$ cat src/rtl/load_store_unit.sv
// Load/store unit: aligns CPU byte/half/word accesses onto a word-wide data memory,
// using a read-modify-write sequence for sub-word stores.
module load_store_unit (
  input  logic        clock,
  input  logic        reset,
  input  logic        req_valid,
  input  logic        req_write,
  input  logic [1:0]  req_size,
  input  logic        req_signed,
  input  logic [31:0] req_addr,
  input  logic [31:0] req_wdata,
  output logic        req_ready,
  output logic        resp_valid,
  output logic        resp_err,
  output logic [31:0] resp_rdata,
  output logic [31:0] dm_address,
  output logic        dm_mem_read,
  output logic        dm_mem_write,
  output logic [31:0] dm_data_write,
  input  logic [31:0] dm_read_data
);

  // Handshake: a request transfers on a rising edge where req_valid && req_ready;
  // req_ready is high only in IDLE, and each transfer yields exactly one
  // single-cycle resp_valid pulse (resp_err qualifies it).

  typedef enum logic [2:0] {IDLE, LOAD, STORE_W, RMW_READ, RMW_WRITE} state_t;

  state_t      state;
  logic [31:0] addr_q;
  logic [31:0] wdata_q;
  logic [1:0]  size_q;
  logic        signed_q;
  logic [31:0] merged_q;
  logic [31:0] rdata_q;
  logic        valid_q;
  logic        err_q;

  logic        req_bad;
  logic [7:0]  lane_byte;
  logic [15:0] lane_half;
  logic [31:0] load_data;
  logic [31:0] merged;

  always_comb begin
    req_bad = 1'b0;
    case (req_size)
      2'b01:   req_bad = req_addr[0];
      2'b10:   req_bad = (req_addr[1:0] != 2'b00);
      2'b11:   req_bad = 1'b1;
      default: req_bad = 1'b0;
    endcase
  end

  // Lane extraction for loads and lane merge for sub-word stores, little-endian.
  always_comb begin
    lane_byte = dm_read_data[{addr_q[1:0], 3'b000} +: 8];
    lane_half = dm_read_data[{addr_q[1], 4'b0000} +: 16];
    case (size_q)
      2'b00:   load_data = signed_q ? {{24{lane_byte[7]}}, lane_byte} : {24'h0, lane_byte};
      2'b01:   load_data = signed_q ? {{16{lane_half[15]}}, lane_half} : {16'h0, lane_half};
      default: load_data = dm_read_data;
    endcase
    merged = dm_read_data;
    if (size_q == 2'b00)
      merged[{addr_q[1:0], 3'b000} +: 8] = wdata_q[7:0];
    else
      merged[{addr_q[1], 4'b0000} +: 16] = wdata_q[15:0];
  end

  always_ff @(posedge clock) begin
    if (reset) begin
      state    <= IDLE;
      addr_q   <= 32'h0;
      wdata_q  <= 32'h0;
      size_q   <= 2'b00;
      signed_q <= 1'b0;
      merged_q <= 32'h0;
      rdata_q  <= 32'h0;
      valid_q  <= 1'b0;
      err_q    <= 1'b0;
    end else begin
      valid_q <= 1'b0;
      err_q   <= 1'b0;
      rdata_q <= 32'h0;
      case (state)
        IDLE: begin
          if (req_valid) begin
            addr_q   <= req_addr;
            wdata_q  <= req_wdata;
            size_q   <= req_size;
            signed_q <= req_signed;
            if (req_bad) begin
              valid_q <= 1'b1;
              err_q   <= 1'b1;
            end else if (!req_write) begin
              state <= LOAD;
            end else if (req_size == 2'b10) begin
              state <= STORE_W;
            end else begin
              state <= RMW_READ;
            end
          end
        end
        LOAD: begin
          rdata_q <= load_data;
          valid_q <= 1'b1;
          state   <= IDLE;
        end
        STORE_W: begin
          valid_q <= 1'b1;
          state   <= IDLE;
        end
        RMW_READ: begin
          merged_q <= merged;
          state    <= RMW_WRITE;
        end
        RMW_WRITE: begin
          valid_q <= 1'b1;
          state   <= IDLE;
        end
        default: state <= IDLE;
      endcase
    end
  end

  // Reset masks outputs combinationally so an in-flight write never reaches memory.
  assign req_ready     = (state == IDLE) | reset;
  assign resp_valid    = valid_q & ~reset;
  assign resp_err      = err_q & ~reset;
  assign resp_rdata    = reset ? 32'h0 : rdata_q;
  assign dm_address    = {2'b00, addr_q[31:2]};
  assign dm_mem_read   = ((state == LOAD) || (state == RMW_READ)) & ~reset;
  assign dm_mem_write  = ((state == STORE_W) || (state == RMW_WRITE)) & ~reset;
  assign dm_data_write = !dm_mem_write ? 32'h0 : ((state == STORE_W) ? wdata_q : merged_q);

endmodule

$ cat config.mk
export PLATFORM = sky130hd
export DESIGN_NAME = load_store_unit
export DESIGN_NICKNAME = d
export VERILOG_FILES = /design/src/rtl/load_store_unit.sv
export SDC_FILE = /design/constraint.sdc
export NUM_CORES = 1
export LEC_CHECK = 0
export BUFFER_PORTS_ARGS = -buffer_cell sky130_fd_sc_hd__buf_2
export CAP_MARGIN = 20
export CORE_MARGIN = 2
export CORE_UTILIZATION = 35
export DETAILED_ROUTE_END_ITERATION = 8
export HOLD_SLACK_MARGIN = 0.1
export PLACE_DENSITY = 0.68
export SETUP_SLACK_MARGIN = 0.2
export SYNTH_ARGS = -nofsm -noshare
export SYNTH_HDL_FRONTEND = slang
export SYNTH_SLANG_ARGS = --single-unit
export TNS_END_PERCENT = 5
$ cat constraint.sdc
create_clock -name clock -period 4.7 [get_ports clock]
set_clock_uncertainty 0.1 [all_clocks]
set_input_delay 0.235 -clock clock [delete_from_list [all_inputs] [get_ports clock]]
set_output_delay 0.235 -clock clock [all_outputs]
set_load 0.02 [all_outputs]
After elaboration in Yosys (flattened, before gate mapping)

Cells that the tools add are included.

Input bits: 103
Register bits after elaboration: 136

Eq/ne operators: 10
Shift-type cells: 6
Reduce and logical (&&, ||, !) cells: 10
$add $sub $neg: 2
Bitwise gates (word level): 8
Muxes and demuxes: 18

Operator list:

| operator                                                                | count |
|---|---|
| 32-bit 2-to-1 mux                                                       | 6 |
| 32-bit bitwise mux                                                      | 2 |
| 32-bit case mux with 2 select lines                                     | 1 |
| 16-bit by 7-bit variable shift with 32-bit output, first input constant | 1 |
| 8-bit by 7-bit variable shift with 32-bit output, first input constant  | 1 |
| 16-bit by 7-bit indexed part select with 32-bit output                  | 1 |
| 32-bit by 6-bit indexed part select with 16-bit output                  | 1 |
| 32-bit by 6-bit indexed part select with 8-bit output                   | 1 |
| 8-bit by 7-bit indexed part select with 32-bit output                   | 1 |
| 5-bit negator with 7-bit output                                         | 2 |
| 3-bit by 2-bit == test with 1-bit output, second input constant         | 2 |
| 3-bit 2-to-1 mux                                                        | 2 |
| 3-bit case mux with 2 select lines                                      | 1 |
| 1-bit bitwise AND                                                       | 4 |
| 2-bit by 1-bit == test with 1-bit output, second input constant         | 2 |
| 2-bit == test, second input constant                                    | 2 |
| 2-bit != test, second input constant                                    | 2 |
| 2-bit AND reduction                                                     | 2 |
| 2-bit OR reduction                                                      | 2 |
| 3-bit by 1-bit == test with 1-bit output, second input constant         | 1 |
| 3-bit == test, second input constant                                    | 1 |
| 3-bit logical NOT                                                       | 1 |
| 1-bit 2-to-1 mux                                                        | 3 |
| 1-bit NOT                                                               | 3 |
| other kinds (8)                                                         | 9 |

Depth between registers and ports, before layout

Gate-level depths: netlist of run 1.

Depth after elaboration: 6
Gate-level depth with buffers: 8
Depth with buffers taken out: 6

Worst setup path before layout of run 1

OpenSTA, ideal clock, no wires.

Path kind: reg-to-reg
Start: register addr_q[1]
End: register merged_q[16]
Library setup time: 75 ps
Data arrival time: 1,960 ps
Path slack: 2,565 ps
Buffers on the path: 2
Stages on the path, launching flop included: 9
Clock period less this slack: 2,135 ps
Cell sequence: dfxtp_1 > buf_6 > buf_2 > inv_1 > ha_1 > nand2_1 > nor3_1 > a221oi_1 > o21ai_0

Cells in the longest elaborated chain, start to end: 4

RTL lines:

| element                                                                              | line   | source |
|---|---|---|
| start, declared                                                                      | 30     | `logic [31:0] addr_q;` |
| start signal, assigned                                                               | 89     | `addr_q <= req_addr;` |
| 5-bit negator with 7-bit output, on equally long branches                            | 68, 66 |  |
| 16-bit by 7-bit indexed part select with 32-bit output, or another cell as far along | 68     | `merged[{addr_q[1], 4'b0000} +: 16] = wdata_q[15:0];` |
| 32-bit bitwise mux, on equally long branches                                         | 68, 66 |  |
| 32-bit 2-to-1 mux (*)                                                                | 65     | `if (size_q == 2'b00)` |
| end signal, assigned                                                                 | 115    | `merged_q <= merged;` |
| end, declared                                                                        | 34     | `logic [31:0] merged_q;` |

Mark *: on every way between the ends. The rest lies on a longest branch, timed or not.
A chain may end at the register's enable or synchronous reset.

Worst setup path in the final report of run 1

Start: register addr_q[1]
End: register merged_q[20]

Same word-level chain as after synthesis.

==> results of run 1 <==
[where the power goes]
group          switching, mW  leakage [nW]  total, mW  internal [mW]
Sequential            0.0428          1.11       1.24           1.20
Combinational          0.253          2.40      0.456          0.203
Clock                  0.519         0.316       1.45          0.929
[per-stage QoR]
step / utilization (%) / setup slack [ns] / total power, mW
floorplan: - / 2.565 / 1.528
global placement: 39.82 / 2.130 / 1.638
detailed placement: 39.90 / 2.024 / 1.643
CTS: 48.34 / 2.016 / 3.157
global route: 48.45 / 1.765 / 3.253
finish: 48.45 / 1.976 / 3.142
[layer usage]
metal  up-vias  global-route usage (%)  routed length, µm
li1       3405                       -                  -
met1      3296                   28.55              10010
met2       353                   35.10              10660
met3        93                   4.536               1789
met4         0                   10.68                966
met5         -                       0                  0
[how the worst max path moves through the flow]
stage,startpoint,end,slack [ns],cells past startpoint
detailed placement,addr_q[1]$_SDFFE_PP0P_,merged_q[17]$_SDFFE_PP0N_,2.02,6
global route,addr_q[1]$_SDFFE_PP0P_,merged_q[18]$_SDFFE_PP0N_,1.77,6
finish,addr_q[1]$_SDFFE_PP0P_,merged_q[20]$_SDFFE_PP0N_,1.98,6
global placement,addr_q[1]$_SDFFE_PP0P_,merged_q[16]$_SDFFE_PP0N_,2.13,6
floorplan,addr_q[1]$_SDFFE_PP0P_,merged_q[16]$_SDFFE_PP0N_,2.57,8
CTS,addr_q[1]$_SDFFE_PP0P_,merged_q[17]$_SDFFE_PP0N_,2.02,6
[what timing repair did]
| item | 4_1_cts | 5_1_grt |
|---|---|---|
| gates resized for setup | 0 | 0 |
| hold endpoints to repair | 107 | 0 |
| hold buffers | 100 | 0 |
[registers in the layout, summed over array words and instances (netlist names)]
name / cells
state: 3
signed_q: 1
err_q: 1
merged_q: 32
wdata_q: 32
rdata_q: 32
size_q: 2
addr_q: 32
valid_q: 1
[area by class of cell]
class                           instances  area (µm²)
Clock inverter                         11       170.2
Multi-Input combinational cell        625        3552
Timing Repair Buffer                  313        2120
Fill cell                            1870       10000
Tap cell                              265       331.6
Inverter                                9       33.78
Sequential cell                       136        2724
Clock buffer                           20       466.7
[cell families after synthesis]
family / synth area share, %
and+or+nand+nor: 21.02
AOI/OAI and AO/OA: 20.63
DFF: 39.46
buffers and inverters: 9.393
muxes: 8.413
adders and majority gates: 0.9066
other: 0.05434
xor gates and xnor gates: 0.1269
[layout by cell type, fill, tap and decap left out, types with 2 or more instances in the layout]
cell type	n
clkbuf_16	17
nand3b_1	2
clkinv_4	3
inv_1	6
ha_1	5
or2_2	2
a211oi_1	7
buf_2	200
mux2_2	32
a221oi_1	32
and2_1	2
mux2i_1	7
nor3_1	2
o22ai_1	8
a21oi_2	10
nor3_2	2
o21ai_1	6
mux4_2	6
nor4_1	2
nor2_1	14
buf_4	11
dlygate4sd3_1	100
dfxtp_1	135
o21ai_0	61
bufinv_16	4
clkinv_1	2
a21oi_1	109
clkbuf_8	3
conb_1	2
nor2b_1	42
nand2_1	252
clkinv_2	3
nand2b_1	2
[critical path: cells and delay by family (launching register included)]
| kind | cells | cell delay (ns) |
|---|---|---|
| compound gates | 2 | 0.38 |
| flops | 1 | 0.69 |
| buf+inv | 1 | 0.20 |
| simple gates | 2 | 0.83 |
| fa+ha+maj | 1 | 0.43 |
==> metrics.md, run 1 <==
| Metric | Value |
|---|---|
| Library cells used by synthesis | `47` |
| Number of synthesized flops with an enable pin | `0` |
| Critical path's slowest cell | `nor3_1` |
| CTS tree | `built` |
| IO Count | `between 200 and 250` |
| Synth-to-Final Area Change | `36.19%` |
| Synth top cells by count | `nand2_1 (253), dfxtp_1 (136), a21oi_1 (109)` |
| # H-tree levels | `4` |
| CTS Sinks | `136` |
| Cell area after layout | `approximately 9400 µm²` |
| Final net count | `about 1,200` |
| Synthesized instance count | `878` |
| Hold-critical path endpoint | `rdata_q[12]$_SDFF_PP0_` |
| Width of the die | `approximately 140 µm` |
| Worst EP arrival | `2.96 ns` |
| CP Class | `reg -> reg` |
| Cell Area, Placed | `~7700 µm²` |
| Cts bufs inserted | `17` |
| Largest net degree at the start of global routing | `107` |
| CTS root buffer | `clkbuf_16` |
| RR Endpoint | `merged_q[20]$_SDFFE_PP0N_` |
| Synth area leader | `dfxtp_1` |
| Antenna cells | `0` |
| Worst hold path class | `in -> reg` |
| Outcome | `finished, final reports clean` |
| Setup crit end kind | `register` |
| Routed WL | `about 23 mm` |
| CP Data Required Time | `around 5 ns` |
| Share of the synthesized area in the top cell type | `39.46%` |
| Max stage delay on crit path | `approximately 0.76 ns` |
| Fin Hold WS | `0.1267 ns` |
| Initial Util | `about 36%` |
| Setup total negative slack | `0 ns` |
| Post-DP HPWL | `~15 mm` |
| CP Launch Type | `register` |
| Placed cell count | `about 1,200` |
| Grt ovf | `0` |
| FP Rows | `between 50 and 60` |
| CTS max path bufs | `2` |
| Placer Congestion | `around 0.83` |
| Max Cap Viol | `0` |
| R2r setup slk | `between 1.5 and 2 ns` |
| #FFs+latches synth | `roughly 140` |
| Vias in the first global route | `around 6,700` |
| WHS Path Cells | `3` |
| Post-synthesis sequential area ratio | `around two fifths` |
| Clock edge transition at the registers on the reported setup and hold paths | `0.06 ns` |
| Hold_sp | `dm_read_data[12]` |
| Die height | `between 100 and 150 µm` |
| Syn. warnings | `0` |
| First-pass GRT wire length | `35.63 mm` |
| WL/cell | `roughly 17 µm` |
| Final setup vio count | `0` |
| Power density cells | `334.3 nW/µm²` |
| Critical Path, Cell by Cell | `inv_1, ha_1, nand2_1, nor3_1, a221oi_1, o21ai_1` |
| Slew Viols, Final | `0` |
| Final period util | `57.96%` |
| Top-count cell post-synth | `nand2_1` |
| Clk Latency, worst-skew pair | `0.42 ns` |
| GRT Overall Usage | `approximately 22%` |
| Final cell count without fillers | `about 1,400` |
| Routed Antenna Nets | `0` |
| Worst-case reg-to-reg path depth | `6` |
| Hold violation total from the final report | `0` |
| Antenna violations before repair | `0` |
| Mapped cell area | `6900 µm²` |
| Leakage power | `about 3.8 nW` |
| R2R Path Start | `addr_q[1]$_SDFFE_PP0P_` |
| Period minus WS final | `around 2.7 ns` |
| Core area | `slightly below 20,000 µm²` |
| RSZ-0062 raised after global routing | `no` |
| Slew HR | `between 30% and 40%` |
| Crit path max fanout | `27` |
| Ys async rst share | `0%` |
| DRT Pass-1 Iters | `6` |
| Syn Area/Cell | `between 7 and 8 µm²` |
| Fraction of layout cells with a size suffix above 1 | `approximately 28%` |
| # Post-CTS Setup Buffers | `0` |
| DR iter-0 viols | `around 700` |
| Fmax | `367.1 MHz` |
| Vias/cell | `5.183` |
| Slew @ Worst Pin | `1.012 ns` |
| Synth top area cells | `dfxtp_1 (39%), nand2_1 (14%), a21oi_1 (7.9%), mux2_2 (5.2%), o21ai_0 (4.4%)` |
| Drt drc | `0` |
| Via count | `~7,000` |
| Post-synth top flop | `dfxtp_1` |
| Port buffer count | `~200` |
| DIE AREA | `around 21,000 µm²` |
| Worst vdd ir | `roughly 0.26 mV` |
Power figures use the tool's default switching activity.
==> run 2, diff against run 1 <==
Settings changed: ABC_AREA set to 1, PLACE_DENSITY 0.68 to 0.67.
Clock period 4.7 ns to 2.6 ns, I/O delays scaled along.
==> run 2 against run 1 <==
  * Clock power is 63% higher
  * Via count up 15%
  * Worst setup slack worse by 1.7 ns
  * Sequential share of layout area shrank 1.0 points
  * Worst hold slack improved by 0.025 ns
  * Final area up 3.6%
  * Cell count increased by 17%
  * Largest power group unchanged
  * Highest routed layer unchanged
==> metrics.md, run 2 <==
| Metric | Value |
|---|---|
| Max Cap Viol | `0 (unchanged)` |
| Synthesized instance count | `1,091 (+24%)` |
| Clock edge transition at the registers on the reported setup and hold paths | `0.07 ns (about the same)` |
| Antenna violations before repair | `0 (unchanged)` |
| Power density cells | `580.9 nW/µm² (+74%)` |
| Final setup vio count | `0 (unchanged)` |
| DR iter-0 viols | `624 (-10%)` |
| Vias in the first global route | `7,766 (+16%)` |
| Synth area leader | `dfxtp_1` |
| GRT Overall Usage | `23.47% (+1.4 points)` |
| R2r setup slk | `0.32 ns (-1.66 ns)` |
| Grt ovf | `0 (unchanged)` |
| Width of the die | `147.3 µm (+2.0%)` |
| Cts bufs inserted | `17 (unchanged)` |
| CTS root buffer | `clkbuf_16` |
| Synth top area cells | `dfxtp_1 (38%), nand2_1 (11%), a21oi_1 (10%), o21ai_0 (9.8%), nor2_1 (7.9%)` |
| Synth-to-Final Area Change | `35.39%` |
| Fraction of layout cells with a size suffix above 1 | `20.64% (-7.0 points)` |
| DIE AREA | `21,700 µm² (+4.1%)` |
| Filler cells | `2,034 (+8.8%)` |
| Syn Area/Cell | `6.589 µm² (-16%)` |
| First-pass GRT wire length | `40.41 mm (+13%)` |
| Slew Viols, Final | `0 (unchanged)` |
| WL/cell | `16.00 µm (-5.8%)` |
| Largest net degree at the start of global routing | `64 (-40%)` |
| Drt drc | `0 (unchanged)` |
| CTS Sinks | `136 (unchanged)` |
| # H-tree levels | `4 (unchanged)` |
| RSZ-0062 raised after global routing | `yes` |
| Die height | `147.3 µm (+2.0%)` |
| CTS max path bufs | `2 (unchanged)` |
| Synth top cells by count | `nand2_1 (208), nor2_1 (152), a21oi_1 (148)` |
| Setup crit end kind | `register` |
| CP Class | `reg -> reg` |
| Syn. warnings | `0 (unchanged)` |
| CTS tree | `built` |
| Final net count | `1,437 (+19%)` |
| Clk Latency, worst-skew pair | `0.44 ns (+0.02 ns)` |
| Core area | `20,170 µm² (+4.0%)` |
| Period minus WS final | `2.283 ns (-0.4411 ns)` |
| Mapped cell area | `7188 µm² (+4.2%)` |
| Worst vdd ir | `0.4617 mV (+80%)` |
| Post-DP HPWL | `17.46 mm (+18%)` |
| Hold violation total from the final report | `0 (unchanged)` |
| DRT Pass-1 Iters | `5 (-1)` |
| IO Count | `204 (unchanged)` |
| Ys async rst share | `0% (unchanged)` |
| Vias/cell | `5.115 (-1.3%)` |
| Final period util | `87.81% (+30 points)` |
| CP Data Required Time | `2.86 ns (-2.08 ns)` |
| Initial Util | `35.64% (+0.067 points)` |
| Slew @ Worst Pin | `0.6095 ns (-0.4022 ns)` |
| Antenna cells | `0 (unchanged)` |
| Cell Area, Placed | `8112 µm² (+4.8%)` |
| Top-count cell post-synth | `nand2_1` |
| Post-synth top flop | `dfxtp_1` |
| Routed Antenna Nets | `0 (unchanged)` |
| Placer Congestion | `0.8597 (+3.2%)` |
| FP Rows | `52 (+2.0%)` |
| Via count | `8,245 (+15%)` |
| #FFs+latches synth | `136 (unchanged)` |
| Setup total negative slack | `0 ns (unchanged)` |
| Post-synthesis sequential area ratio | `37.88% (-1.6 points)` |
| Slew HR | `59.22% (+27 points)` |
| Outcome | `finished, final reports clean` |
| Worst EP arrival | `2.55 ns (-0.41 ns)` |
| Routed WL | `25.78 mm (+10%)` |
| Leakage power | `4.329 nW (+13%)` |
| Worst hold path class | `in -> reg` |
| Number of synthesized flops with an enable pin | `0 (unchanged)` |
| Most common cell after layout, fill and taps aside | `nand2_1` |
| Cell area after layout | `9732 µm² (+3.6%)` |
| Crit path max fanout | `14 (-48%)` |
| CP Launch Type | `register` |
| Most frequent cells in the layout | `nand2_1 (207), buf_2 (201), nor2_1 (151), a21oi_1 (148), o21ai_0 (141)` |
| Library cells used by synthesis | `27 (-43%)` |
| Fmax | `438.0 MHz (+19%)` |
| Share of the synthesized area in the top cell type | `37.88% (-1.6 points)` |
| Port buffer count | `201 (unchanged)` |
-- run 2: cell types whose count changed after synthesis, moves of 39 or more --
cell,previous run,this run
nand4_1,0,41
a21oi_1,109,148
nand2_1,253,208
inv_1,6,83
nor2_1,14,152
o21ai_0,61,141
nor2b_1,42,0
-- run 2: cell families (layout without fill, tap and decap cells) --
logic type,after synthesis,in the layout,synth area share (%)
AND/OR/NAND/NOR,421,421,24.14
AO/OA/AOI/OAI,324,324,23.57
buffers and inverters,204,454,13.49
flip-flops,136,136,37.88
adder cells (fa/ha/maj),5,5,0.8703
other,1,2,0.05217
-- run 2: per-layer routing --
metal / up-vias / track usage, % / part of all wire, %
met3: 65 / 5.870 / 8.6
met4: 0 / 9.615 / 3.0
met1: 3769 / 30.72 / 43
met2: 384 / 37.03 / 46
met5: - / 0 / 0
li1: 4027 / - / -
-- run 2: power by group --
| part | internal [mW] | switching, mW |
|---|---|---|
| Sequential | 2.18 | 0.0660 |
| Combinational | 0.392 | 0.652 |
| Clock | 1.29 | 1.07 |
| Total | 3.86 | 1.79 |
-- run 2: what timing repair did --
| item | 4_1_cts | 5_1_grt |
|---|---|---|
| buffers inserted | 0 | 2 |
| hold endpoints to repair | 129 | 0 |
| setup endpoints to repair | 25 | 34 |
| hold buffers | 102 | 0 |
| resized for setup | 2 | 0 |
| pin swaps | 0 | 1 |
-- run 2: path summary, 6_finish.rpt --
check,from,end,cells after the start
min reg2reg,merged_q[2]$_SDFFE_PP0N_,merged_q[2]$_SDFFE_PP0N_,2
min,reset,valid_q$_SDFF_PP0_,5
max,addr_q[0]$_SDFFE_PP0P_,merged_q[27]$_SDFFE_PP0N_,9
max reg2reg,addr_q[0]$_SDFFE_PP0P_,merged_q[27]$_SDFFE_PP0N_,9
-- run 2: critical path, cell delays in order (launching register included) --
cell	delay, ns
dfxtp_1	0.47
inv_1	0.26
ha_1	0.41
inv_1	0.25
nand2_1	0.16
nor2_1	0.18
nand2_1	0.07
nand2_1	0.07
o21ai_0	0.09
a21oi_1	0.15
-- run 2: through the flow --
| step | instances | hold WS (ns) | utilization (%) | setup WS (ns) | power [mW] |
|---|---|---|---|---|---|
| after floorplan | 1092 | 0.1243 | - | 0.6586 | 2.931 |
| after global placement | 1476 | 0.2499 | 40.22 | 0.4585 | 3.184 |
| after detailed placement | 1476 | 0.2566 | 40.22 | 0.3620 | 3.191 |
| after CTS | 1610 | 0.1436 | 48.11 | 0.2606 | 5.662 |
| after global routing | 1612 | 0.1441 | 48.25 | 0.1419 | 5.890 |
| final | 1612 | 0.1515 | 48.25 | 0.3168 | 5.654 |
-- run 2: layout make-up --
class	count	area, µm²	share of cell area, %
timing repair buffer	329	2247	23.09
tap	270	337.8	3.471
clock inverter	14	127.6	1.311
clock buffer	18	439.2	4.513
inverter	93	352.8	3.626
multi-input combinational	752	3505	36.01
sequential	136	2723	27.98
==> run 3, diff against run 2 <==
==> constraint.sdc (replaced) <==
create_clock -name clock -period 2.6 [get_ports clock]
set_clock_uncertainty 0.1 [all_clocks]
set_input_delay 0.26 -clock clock [delete_from_list [all_inputs] [get_ports clock]]
set_output_delay 0.26 -clock clock [all_outputs]
set_load 0.02 [all_outputs]
==> run 3 against run 2 <==
  * Worst hold slack lost 0.036 ns
  * Count of clock-buffer cells in the layout is 1 lower
  * Routed wire length increased by 1.3%
  * Core utilization down 0.062 points
  * Sequential power about the same
  * Total power grew 2.8%
  * Worst setup slack worse by 0.015 ns
  * Die area did not move
  * Critical endpoint is now dm_data_write[9]
  * Register-to-register slack better by 0.19 ns
  * Fmax fell by 0.64%
  * Sequential share of layout area about the same
==> metrics.md, run 3 (same netlist as run 2, synthesis figures left out) <==
| Metric | Value |
|---|---|
| Outcome | `finished, final reports clean` |
| Routed Antenna Nets | `0 (unchanged)` |
| Most common cell after layout, fill and taps aside | `nand2_1` |
| DIE AREA | `21,700 µm² (unchanged)` |
| Final setup vio count | `0 (unchanged)` |
| CP Launch Type | `register` |
| Post-DP HPWL | `18.26 mm (+4.6%)` |
| CTS root buffer | `clkbuf_16` |
| IO Count | `204 (unchanged)` |
| Final net count | `1,430 (-0.49%)` |
| First-pass GRT wire length | `40.83 mm (+1.1%)` |
| Vias in the first global route | `7,652 (-1.5%)` |
| Slew @ Worst Pin | `0.8388 ns (+0.2294 ns)` |
| WL/cell | `16.27 µm (+1.7%)` |
| Vias/cell | `5.115 (about the same)` |
| CTS Sinks | `136 (unchanged)` |
| FP Rows | `52 (unchanged)` |
| Most frequent cells in the layout | `nand2_1 (207), buf_2 (201), nor2_1 (151), a21oi_1 (148), o21ai_0 (141)` |
| Width of the die | `147.3 µm (unchanged)` |
| CP Class | `reg -> out` |
| Setup total negative slack | `0 ns (unchanged)` |
| Worst Setup Slack, final | `0.3022 ns (-0.01465 ns)` |
| GRT Overall Usage | `23.68% (+0.21 points)` |
| Setup crit end kind | `output pin` |
| Worst EP arrival | `1.94 ns (-0.61 ns)` |
| Max Cap Viol | `0 (unchanged)` |
| Slew Viols, Final | `0 (unchanged)` |
| Initial Util | `35.64% (unchanged)` |
| Pre-CTS WS | `0.5311 ns (+0.1691 ns)` |
| Fmax | `435.2 MHz (-0.64%)` |
| CTS tree | `built` |
| Cts bufs inserted | `17 (unchanged)` |
| Worst hold path class | `in -> reg` |
| DRT Pass-1 Iters | `5 (unchanged)` |
| Hold violation total from the final report | `0 (unchanged)` |
| Period minus WS final | `2.298 ns (+0.01465 ns)` |
| Slew HR | `44.08% (-15 points)` |
| Worst vdd ir | `0.3966 mV (-14%)` |
| Drt drc | `0 (unchanged)` |
| Largest net degree at the start of global routing | `94 (+47%)` |
| Port buffer count | `201 (unchanged)` |
| Core area | `20,170 µm² (unchanged)` |
| DR iter-0 viols | `565 (-9.5%)` |
| Clk Latency, worst-skew pair | `0.43 ns (about the same)` |
| Synth-to-Final Area Change | `35.21%` |
| Clock edge transition at the registers on the reported setup and hold paths | `0.07 ns (about the same)` |
| CP Data Required Time | `2.24 ns (-0.62 ns)` |
| Antenna violations before repair | `1 (+1)` |
| # H-tree levels | `4 (unchanged)` |
| RSZ-0062 raised after global routing | `no` |
| CTS max path bufs | `2 (unchanged)` |
| Routed WL | `26.13 mm (+1.3%)` |
| Final period util | `88.38% (+0.56 points)` |
| Grt ovf | `0 (unchanged)` |
| Via count | `8,214 (-0.38%)` |
| Crit path max fanout | `21 (+7)` |
| Fraction of layout cells with a size suffix above 1 | `20.97% (+0.33 points)` |
| Die height | `147.3 µm (unchanged)` |
| Placer Congestion | `0.9332 (+8.5%)` |
| Leakage power | `4.333 nW (about the same)` |
| Power density cells | `598.2 nW/µm² (+3.0%)` |
-- run 3: layout make-up --
type	count	area [µm²]
well taps	270	337.8
fillers	2026	10450
repair buffers	322	2170
flip-flops and latches	136	2723
inverters	93	352.8
clock buffers	17	425.4
clock inverters	15	203.9
diodes	1	2.502
multi-input cells	752	3505
-- run 3: metal layers --
layer  track usage [%]  routed length, µm
met5                 0                  0
met4             7.692                578
met3             5.714               2211
met2             39.25              12270
met1             30.35              11080
-- run 3: where the power goes --
| group | switching (mW) | internal, mW | total, mW |
|---|---|---|---|
| registers | 0.0689 | 2.18 | 2.25 |
| clock network | 1.13 | 1.40 | 2.53 |
| logic | 0.648 | 0.386 | 1.03 |
-- run 3: what timing repair did --
action	4_1_cts	5_1_grt
buffers inserted	0	1
gates resized for setup	2	3
pin swaps	0	1
endpoints found under the setup margin	23	25
hold endpoints to repair	91	0
hold buffers	92	0
-- run 3: metrics by stage --
stage / cells / hold slack [ns] / util [%] / cell area, µm² / total power [mW]
final: 1606 / 0.1160 / 48.19 / 9719 / 5.814
after global routing: 1605 / 0.1054 / 48.18 / 9717 / 6.062
after CTS: 1604 / 0.1009 / 48.02 / 9686 / 5.820
after detailed placement: 1480 / 0.3568 / 40.30 / 8129 / 3.193
after global placement: 1480 / 0.3606 / 40.30 / 8129 / 3.183
after floorplan: 1092 / 0.2543 / - / 7192 / 2.931
-- run 3: path summary, 6_finish.rpt --
path,slack (ns),to,startpoint,depth (start not counted)
setup / recovery,0.30,dm_data_write[9],state[1]$_SDFFE_PP0P_,7
hold / removal,0.12,rdata_q[14]$_SDFF_PP0_,dm_read_data[14],3
setup reg to reg,0.51,valid_q$_SDFF_PP0_,state[2]$_SDFFE_PP0P_,7
hold reg to reg,0.37,merged_q[7]$_SDFFE_PP0N_,merged_q[7]$_SDFFE_PP0N_,2
-- run 3: critical path, stage by stage (launching register included) --
cell and delay, ns:
dfxtp_1 0.42, buf_12 0.19, nand3_1 0.10, o21ai_0 0.12, nand2_2 0.13, buf_4 0.20
a21oi_1 0.15, buf_2 0.19
